File: config.mk
export PLATFORM = sky130hd
export DESIGN_NAME = pds_rx_port_flat
export DESIGN_NICKNAME = d
export VERILOG_FILES = /design/src/rtl/pds_rx_port_if.sv /design/src/rtl/pds_rx_port.sv /design/src/flat_wrapper.sv
export SDC_FILE = /design/constraint.sdc
export NUM_CORES = 1
export LEC_CHECK = 0
export CORE_UTILIZATION = 61
export CTS_CLUSTER_DIAMETER = 150
export DETAILED_ROUTE_END_ITERATION = 8
export PLACE_DENSITY = 0.8
export SETUP_SLACK_MARGIN = 0.02
export SYNTH_ARGS = -nofsm -noshare
export SYNTH_HDL_FRONTEND = slang
export SYNTH_SLANG_ARGS = --single-unit
File: constraint.sdc
create_clock -name clock -period 4.9 [get_ports clock]
set_input_delay 0.98 -clock clock [delete_from_list [all_inputs] [get_ports clock]]
set_output_delay 0.98 -clock clock [all_outputs]
set_load 0.05 [all_outputs]
File: src/rtl/pds_rx_port_if.sv
// Byte-stream bundle for the packet receive port: inbound bytes from the link,
// outbound bytes to the consumer.
interface pds_rx_port_if;
  logic       in_valid;
  logic       in_sop;
  logic       in_eop;
  logic [7:0] in_data;
  logic       in_ready;
  logic       out_valid;
  logic       out_ready;
  logic [7:0] out_data;
  logic       out_sop;
  logic       out_eop;

  modport master (
    output in_valid, in_sop, in_eop, in_data, out_ready,
    input  in_ready, out_valid, out_data, out_sop, out_eop
  );

  modport slave (
    input  in_valid, in_sop, in_eop, in_data, out_ready,
    output in_ready, out_valid, out_data, out_sop, out_eop
  );
endinterface

File: src/rtl/pds_rx_port.sv
// Packet receiver: filters inbound packets by port number and length, stores
// them tentatively, and publishes only complete, well-formed packets to the reader.
module pds_rx_port #(
  parameter logic [3:0] PORTNO = 4'd0,
  parameter int         DEPTH  = 32
) (
  input  logic          clock,
  input  logic          reset,
  pds_rx_port_if.slave  bus,
  output logic [15:0]   pkt_ok_cnt,
  output logic [15:0]   pkt_drop_cnt
);

  localparam int AW = $clog2(DEPTH);
  localparam int PW = AW + 1;
  localparam logic [PW-1:0] DEPTH_P  = PW'(DEPTH);
  localparam logic [PW-1:0] ROOM_MIN = PW'(16);

  typedef enum logic [1:0] {
    IDLE    = 2'd0,
    STORE   = 2'd1,
    DISCARD = 2'd2
  } state_t;

  state_t        r_state;
  state_t        w_state_nxt;

  logic [PW-1:0] r_wr_ptr;
  logic [PW-1:0] r_wr_cmt;
  logic [PW-1:0] r_rd_ptr;
  logic [3:0]    r_rem;
  logic          r_run;
  logic [15:0]   r_ok_cnt;
  logic [15:0]   r_drop_cnt;
  logic [9:0]    r_mem [DEPTH];

  logic          w_accept;
  logic          w_good_hdr;
  logic          w_last;
  logic          w_bad_term;
  logic [PW-1:0] w_occ;
  logic [PW-1:0] w_free;
  logic          w_empty;
  logic          w_full;
  logic          w_in_ready;
  logic          w_read;
  logic [9:0]    w_head;

  logic          w_wr_en;
  logic          w_wr_sop;
  logic          w_commit;
  logic          w_rollback;
  logic          w_drop_inc;
  logic          w_ok_inc;
  logic          w_rem_load;

  // The reader only ever sees the committed write pointer.
  assign w_occ   = r_wr_cmt - r_rd_ptr;
  assign w_free  = DEPTH_P - w_occ;
  assign w_empty = (r_wr_cmt == r_rd_ptr);
  assign w_full  = (r_wr_cmt[AW] != r_rd_ptr[AW]) &&
                   (r_wr_cmt[AW-1:0] == r_rd_ptr[AW-1:0]);

  // Room for a maximum-size packet (header + 15 bytes) is checked only at packet start.
  assign w_in_ready = r_run && ((r_state != IDLE) || (!w_full && (w_free >= ROOM_MIN)));
  assign w_accept   = bus.in_valid && w_in_ready;
  assign w_read     = !w_empty && bus.out_ready;

  assign w_good_hdr = (bus.in_data[7:4] == PORTNO) && (bus.in_data[3:0] != 4'd0);
  assign w_last     = (r_rem == 4'd1);
  // Early eop, missing eop on the final byte, or a stray sop all abort the packet.
  assign w_bad_term = bus.in_sop || (bus.in_eop != w_last);

  assign w_head        = r_mem[r_rd_ptr[AW-1:0]];
  assign bus.in_ready  = w_in_ready;
  assign bus.out_valid = !w_empty;
  assign bus.out_data  = w_empty ? 8'h00 : w_head[7:0];
  assign bus.out_eop   = w_empty ? 1'b0  : w_head[8];
  assign bus.out_sop   = w_empty ? 1'b0  : w_head[9];
  assign pkt_ok_cnt    = r_ok_cnt;
  assign pkt_drop_cnt  = r_drop_cnt;

  // FSM state register
  always_ff @(posedge clock or posedge reset) begin
    if (reset) begin
      r_state <= IDLE;
    end else begin
      r_state <= w_state_nxt;
    end
  end

  // FSM next-state logic
  always_comb begin
    w_state_nxt = r_state;
    case (r_state)
      IDLE: begin
        if (w_accept && bus.in_sop) begin
          if (w_good_hdr) begin
            w_state_nxt = STORE;
          end else if (bus.in_eop) begin
            w_state_nxt = IDLE;
          end else begin
            w_state_nxt = DISCARD;
          end
        end else begin
          w_state_nxt = IDLE;
        end
      end
      STORE: begin
        if (w_accept) begin
          if (w_bad_term) begin
            w_state_nxt = bus.in_eop ? IDLE : DISCARD;
          end else if (w_last) begin
            w_state_nxt = IDLE;
          end else begin
            w_state_nxt = STORE;
          end
        end else begin
          w_state_nxt = STORE;
        end
      end
      DISCARD: begin
        if (w_accept && bus.in_eop) begin
          w_state_nxt = IDLE;
        end else begin
          w_state_nxt = DISCARD;
        end
      end
      default: begin
        w_state_nxt = IDLE;
      end
    endcase
  end

  // FSM datapath controls
  always_comb begin
    w_wr_en    = 1'b0;
    w_wr_sop   = 1'b0;
    w_commit   = 1'b0;
    w_rollback = 1'b0;
    w_drop_inc = 1'b0;
    w_ok_inc   = 1'b0;
    w_rem_load = 1'b0;
    case (r_state)
      IDLE: begin
        if (w_accept && bus.in_sop) begin
          if (w_good_hdr) begin
            w_wr_en    = 1'b1;
            w_wr_sop   = 1'b1;
            w_rem_load = 1'b1;
          end else begin
            w_drop_inc = 1'b1;
          end
        end else begin
          w_wr_en = 1'b0;
        end
      end
      STORE: begin
        if (w_accept) begin
          if (w_bad_term) begin
            w_rollback = 1'b1;
            w_drop_inc = 1'b1;
          end else begin
            w_wr_en  = 1'b1;
            w_commit = w_last;
            w_ok_inc = w_last;
          end
        end else begin
          w_wr_en = 1'b0;
        end
      end
      DISCARD: begin
        w_wr_en = 1'b0;
      end
      default: begin
        w_wr_en = 1'b0;
      end
    endcase
  end

  // Tentative/committed write pointers and read pointer
  always_ff @(posedge clock or posedge reset) begin
    if (reset) begin
      r_wr_ptr <= {PW{1'b0}};
      r_wr_cmt <= {PW{1'b0}};
      r_rd_ptr <= {PW{1'b0}};
    end else begin
      if (w_rollback) begin
        r_wr_ptr <= r_wr_cmt;
      end else if (w_wr_en) begin
        r_wr_ptr <= r_wr_ptr + PW'(1);
      end
      if (w_commit) begin
        r_wr_cmt <= r_wr_ptr + PW'(1);
      end
      if (w_read) begin
        r_rd_ptr <= r_rd_ptr + PW'(1);
      end
    end
  end

  // Remaining payload bytes of the packet being stored
  always_ff @(posedge clock or posedge reset) begin
    if (reset) begin
      r_rem <= 4'd0;
    end else if (w_rem_load) begin
      r_rem <= bus.in_data[3:0];
    end else if (w_wr_en) begin
      r_rem <= r_rem - 4'd1;
    end
  end

  // Saturating packet counters
  always_ff @(posedge clock or posedge reset) begin
    if (reset) begin
      r_ok_cnt   <= 16'd0;
      r_drop_cnt <= 16'd0;
    end else begin
      if (w_ok_inc && (r_ok_cnt != 16'hFFFF)) begin
        r_ok_cnt <= r_ok_cnt + 16'd1;
      end
      if (w_drop_inc && (r_drop_cnt != 16'hFFFF)) begin
        r_drop_cnt <= r_drop_cnt + 16'd1;
      end
    end
  end

  // Holds in_ready low until the first edge after reset release
  always_ff @(posedge clock or posedge reset) begin
    if (reset) begin
      r_run <= 1'b0;
    end else begin
      r_run <= 1'b1;
    end
  end

  // Storage array: {sop, eop, data}; contents need no reset, pointers gate visibility
  always_ff @(posedge clock) begin
    if (w_wr_en) begin
      r_mem[r_wr_ptr[AW-1:0]] <= {w_wr_sop, w_commit, bus.in_data};
    end
  end

endmodule

File: src/flat_wrapper.sv
// flat-port wrapper written by rule: the top's interface ports become plain ports
module pds_rx_port_flat 
#(
  parameter logic [3:0] PORTNO = 4'd0,
  parameter int         DEPTH  = 32
)
  (clock, reset, pkt_ok_cnt, pkt_drop_cnt, bus_in_valid, bus_in_sop, bus_in_eop, bus_in_data, bus_out_ready, bus_in_ready, bus_out_valid, bus_out_data, bus_out_sop, bus_out_eop);
  pds_rx_port_if bus_i ();
  input  logic clock;
  input  logic reset;
  output logic [15:0] pkt_ok_cnt;
  output logic [15:0] pkt_drop_cnt;
  input wire logic [$bits(bus_i.in_valid)-1:0] bus_in_valid;
  input wire logic [$bits(bus_i.in_sop)-1:0] bus_in_sop;
  input wire logic [$bits(bus_i.in_eop)-1:0] bus_in_eop;
  input wire logic [$bits(bus_i.in_data)-1:0] bus_in_data;
  input wire logic [$bits(bus_i.out_ready)-1:0] bus_out_ready;
  output wire logic [$bits(bus_i.in_ready)-1:0] bus_in_ready;
  output wire logic [$bits(bus_i.out_valid)-1:0] bus_out_valid;
  output wire logic [$bits(bus_i.out_data)-1:0] bus_out_data;
  output wire logic [$bits(bus_i.out_sop)-1:0] bus_out_sop;
  output wire logic [$bits(bus_i.out_eop)-1:0] bus_out_eop;
  assign bus_i.in_valid = bus_in_valid;
  assign bus_i.in_sop = bus_in_sop;
  assign bus_i.in_eop = bus_in_eop;
  assign bus_i.in_data = bus_in_data;
  assign bus_i.out_ready = bus_out_ready;
  assign bus_in_ready = bus_i.in_ready;
  assign bus_out_valid = bus_i.out_valid;
  assign bus_out_data = bus_i.out_data;
  assign bus_out_sop = bus_i.out_sop;
  assign bus_out_eop = bus_i.out_eop;
  pds_rx_port #(.PORTNO(PORTNO), .DEPTH(DEPTH)) u_core (.clock(clock), .reset(reset), .bus(bus_i), .pkt_ok_cnt(pkt_ok_cnt), .pkt_drop_cnt(pkt_drop_cnt));
endmodule
==> flow_results.org, run 1 <==
** Run status
- The flow ran to the end, and the final reports show no timing, DRC or antenna violations.

** Timing
- Adding up every negative setup slack in the final design gives 0 ns.
- RSZ-0062 raised after global routing :: no
- Of the available clock period, the critical path in the final layout requires 96.3%.
- In this run the tightest slew margin relative to its limit is 23.3%.
- Total setup violations reported at the end of the flow :: 0
- For the final database, setup skew stands at 0.0228 ns.
- Peak Freq :: 212 MHz
- Number of hold violations in the final report :: 0
- For the pin with the worst max-slew slack, the measured transition is 1.14 ns.
- Worst hold slack across all endpoints :: 0.499 ns
- Counting I/O delays and the setup requirement, the final critical path takes 4.72 ns.
- Final Slew Violations :: 0

** Hold path
- Hold wc startpoint :: u_core.r_rd_ptr[5]$_DFFE_PP0P_
- The path class of the tightest hold or removal check is reg -> reg.
- WHS Path Cells :: 1
- For hold timing, the worst endpoint is u_core.r_rd_ptr[5]$_DFFE_PP0P_.

** Critical path
- Critical Path Source Type :: flip-flop
- For flop-to-flop paths, the worst setup slack is 1.17 ns.
- Worst reg2reg path depth :: 11
- The setup path with the least slack is of type reg -> out.
- WP data required :: 3.92 ns
- Highest fanout seen on the critical path :: 19
- Worst flop-to-flop path startpoint :: u_core.r_rd_ptr[2]$_DFFE_PP0P_
- The worst setup path is captured at an output pin.
- The worst register-to-register path ends at u_core.r_mem[27][6]$_DFFE_PP_.
- Data arrives at the worst endpoint at 3.74 ns.

** Synthesis
- Yosys printed 0 warnings.
- The synthesized netlist occupies a cell area of 15400 um^2.
- The number of nets handed over by synthesis was 840.
- Number of enable flip-flop cells after synthesis :: 320
- Seq/Total Area, Yosys :: 71.6%
- Mean post-synth cell area :: 19.0 um^2
- Number of different library cells in the post-synthesis netlist :: 55
- The most used flip-flop cell after synthesis is sky130_fd_sc_hd__edfxtp_1.
- In the synthesized netlist the async set-or-reset flop fraction comes to 15.1%.
- Flip-flop and latch count after synthesis :: 377
- Cells after synthesis :: 809

** Clock tree
- TritonCTS built the clock tree.
- TritonCTS created 37 clock buffers.
- Worst-path clk slew :: 0.06 ns
- Clock insertion delay at the later pin of the skew report :: 0.52 ns
- The tree is rooted in a sky130_fd_sc_hd__clkbuf_16.
- The clock net in this run drives a total of 377 sinks.
- Number of H-tree levels :: 2
- Counting along the longest clock path gives a buffer depth of 3.
- CTS Hold Bufs :: 0

** Die
- Floorplan die area :: 25900 um^2
- # IOs :: 58
- The initialized floorplan defines 57 standard-cell rows.
- Die Ht :: 161 um
- The region available for standard cell placement spans 24500 um^2.
- For this configuration, the core starts out at a cell density of 62.8%.
- Measured along the x axis, the die boundary spans 161 um.

** GRT
- Via count of the first global-routing pass :: 8823
- Summed over all layers, the global routing overflow is 0.
- GR Util All Layers :: 29.2%
- The first global-routing pass estimated 53900 um of wire.
- Largest net degree at the start of global routing :: 54
- Initial antenna violation count :: 1

** Routing
- Mean routed wirelength per cell :: 28.7 um
- Antenna viol nets, final :: 0
- Drt total wl :: 36600 um
- Detailed-route vias per instance :: 6.63
- 1st-iter DRT viols :: 966
- For this run, design rule violations remaining after detail routing come to 0.
- The first detailed-routing pass took 6 iterations.
- Total number of vias :: 8436

** Job
- Max-capacitance violation count :: 0

** Pwr
- Registers are responsible for 40.3% of the overall power.
- IR analysis of the VDD net gives a maximum drop of 0.542 mV.
- Fraction of power spent switching nets :: 31.7%
- Internal power :: 6.45 mW
- Pwr/cell area :: 530 nW/um^2
- Of the total power, the clock network draws 28.8%.
- In this run the static leakage power is 5.99 nW.
- For this design the total switching power over the nets is 2.99 mW.
- Combinational share of power :: 30.9%

** Finish
- Leaving out fill and tap cells, the most frequent cell in the layout is sky130_fd_sc_hd__edfxtp_1.
- Fraction of layout cells with a size suffix above 1 :: 23.9%
- Final Util :: 72.6%
- Inserted Diodes :: 0
- The library cells used most frequently in the layout, excluding fill and tap cells, are sky130_fd_sc_hd__edfxtp_1, sky130_fd_sc_hd__mux4_2, sky130_fd_sc_hd__nor2_1.
- From synthesis to final layout, the design area changed by 15.6%.
- Total of fill cells in the finished design :: 1438
- Number of nets in the finished design :: 953

** Place
- Buffers placed on the I/O ports in this run total 57.
- Final GP Congestion :: 0.827
- Post-DP HPWL :: 20700 um
## metal layers
metal	GRT usage [%]	vias to the layer above	share of wire [%]
met3	5.68	106	9.9
met5	0	-	0.036
li1	-	3462	-
met2	48.8	570	50
met1	37.8	4296	36
met4	12.5	2	4.0
## flip-flops by register name (all words and copies together) (netlist names)
signal,count
u_core.r_mem,320
u_core.pkt_drop_cnt,16
u_core.pkt_ok_cnt,16
u_core.r_rd_ptr,6
u_core.r_wr_cmt,6
u_core.r_wr_ptr,6
u_core.r_rem,4
u_core.r_state,2
u_core.r_run,1
## kinds of logic after synthesis
family,share of synthesized area (%)
adder cells (fa/ha/maj),1.38
XOR/XNOR,2.39
multiplexers,15.6
other,0.0243
flip-flops,71.6
AND/OR/NAND/NOR,5.77
buffers and inverters,1.36
AO/OA/AOI/OAI,1.83
## power by group through the flow
stage / Combinational (mW) / Clock, mW / Sequential, mW
3_5_place_dp: 2.78 / 0 / 3.90
4_1_cts: 2.85 / 2.73 / 3.84
3_3_place_gp: 2.71 / 0 / 3.89
5_1_grt: 3.06 / 2.85 / 3.82
6_report: 2.91 / 2.71 / 3.81
2_1_floorplan: 2.09 / 0 / 3.77
## metrics by stage
step / cells / setup slack [ns] / instance area, um^2 / total power [mW]
after detailed placement: 1206 / 0.670 / 16600 / 6.68
final: 1273 / 0.179 / 17800 / 9.44
after floorplan: 809 / 0.754 / 15400 / 5.85
after CTS: 1272 / 0.0781 / 17800 / 9.42
after global routing: 1273 / 0.0401 / 17800 / 9.74
after global placement: 1206 / 0.751 / 16600 / 6.60
## worst max path at each step
| stage | from | endpoint | cells past startpoint |
|---|---|---|---|
| 2_1_floorplan | u_core.r_rd_ptr[0]$_DFFE_PP0P_ | bus_in_ready | 8 |
| 3_3_place_gp | u_core.r_rd_ptr[1]$_DFFE_PP0P_ | bus_out_data[1] | 6 |
| 3_5_place_dp | u_core.r_rd_ptr[1]$_DFFE_PP0P_ | bus_out_sop | 6 |
| 4_1_cts | u_core.r_rd_ptr[1]$_DFFE_PP0P_ | bus_out_data[1] | 6 |
| 5_1_grt | u_core.r_rd_ptr[0]$_DFFE_PP0P_ | bus_out_sop | 6 |
| 6_report | u_core.r_rd_ptr[0]$_DFFE_PP0P_ | bus_out_data[6] | 6 |
## cells in the mapped netlist (all sizes together) (2+ instances only)
cell type    n  area (um^2)
a211oi       5         42.5
a21oi       12         60.1
a311oi       3         26.3
and2         3         18.8
and3        12         75.1
and4         4         35.0
buf         13         71.3
clkbuf      21         78.8
dfrtp       57         1430
edfxtp     320         9610
ha          17          213
inv         16         60.1
mux2         4         45.0
mux2i       11          110
mux4       100         2250
nand2       27          109
nand2b       3         18.8
nand3       13         65.1
nand3b       4         30.0
nand4       15         93.8
nor2        65          251
nor3         7         45.0
nor3b        2         15.0
nor4         3         40.0
o21ai        5         25.0
o22ai        2         12.5
o31ai        2         33.8
or2          2         12.5
or3          2         12.5
or3b         3         26.3
or4          2         15.0
xnor2       33          289
xor2         9         78.8
## critical path: stages, from the launching register on
cell and delay (ns):
sky130_fd_sc_hd__dfrtp_4 0.70, sky130_fd_sc_hd__buf_12 0.24, sky130_fd_sc_hd__mux4_2 0.57, sky130_fd_sc_hd__mux4_2 0.53
sky130_fd_sc_hd__mux2i_1 0.35, sky130_fd_sc_hd__nor2_1 0.09, sky130_fd_sc_hd__clkdlybuf4s50_1 0.73
## area by class of cell
class	instances	area, um^2	share of cell area, %
Clock inverter	17	130	0.731
Clock buffer	49	1010	5.69
Timing Repair Buffer	108	992	5.57
Sequential cell	377	11000	62.0
Multi-Input combinational cell	382	4170	23.4
Inverter	16	60.1	0.337
Tap cell	324	405	2.28
## what timing repair did
item	CTS	global route
resized for setup	0	1
setup buffers	0	1
endpoints found under the setup margin	0	2
Note: power is estimated with default switching activity, not from simulation.
==> inputs of run 2 (changes only) <==
--- a/config.mk
+++ b/config.mk
@@ -10,6 +10,7 @@
 export DETAILED_ROUTE_END_ITERATION = 8
 export PLACE_DENSITY = 0.8
 export SETUP_SLACK_MARGIN = 0.02
+export SKIP_CTS_REPAIR_TIMING = 1
 export SYNTH_ARGS = -nofsm -noshare
 export SYNTH_HDL_FRONTEND = slang
 export SYNTH_SLANG_ARGS = --single-unit
==> results of run 2 <==
Same layout as run 1: the final DEF is identical, and so are final timing and power.
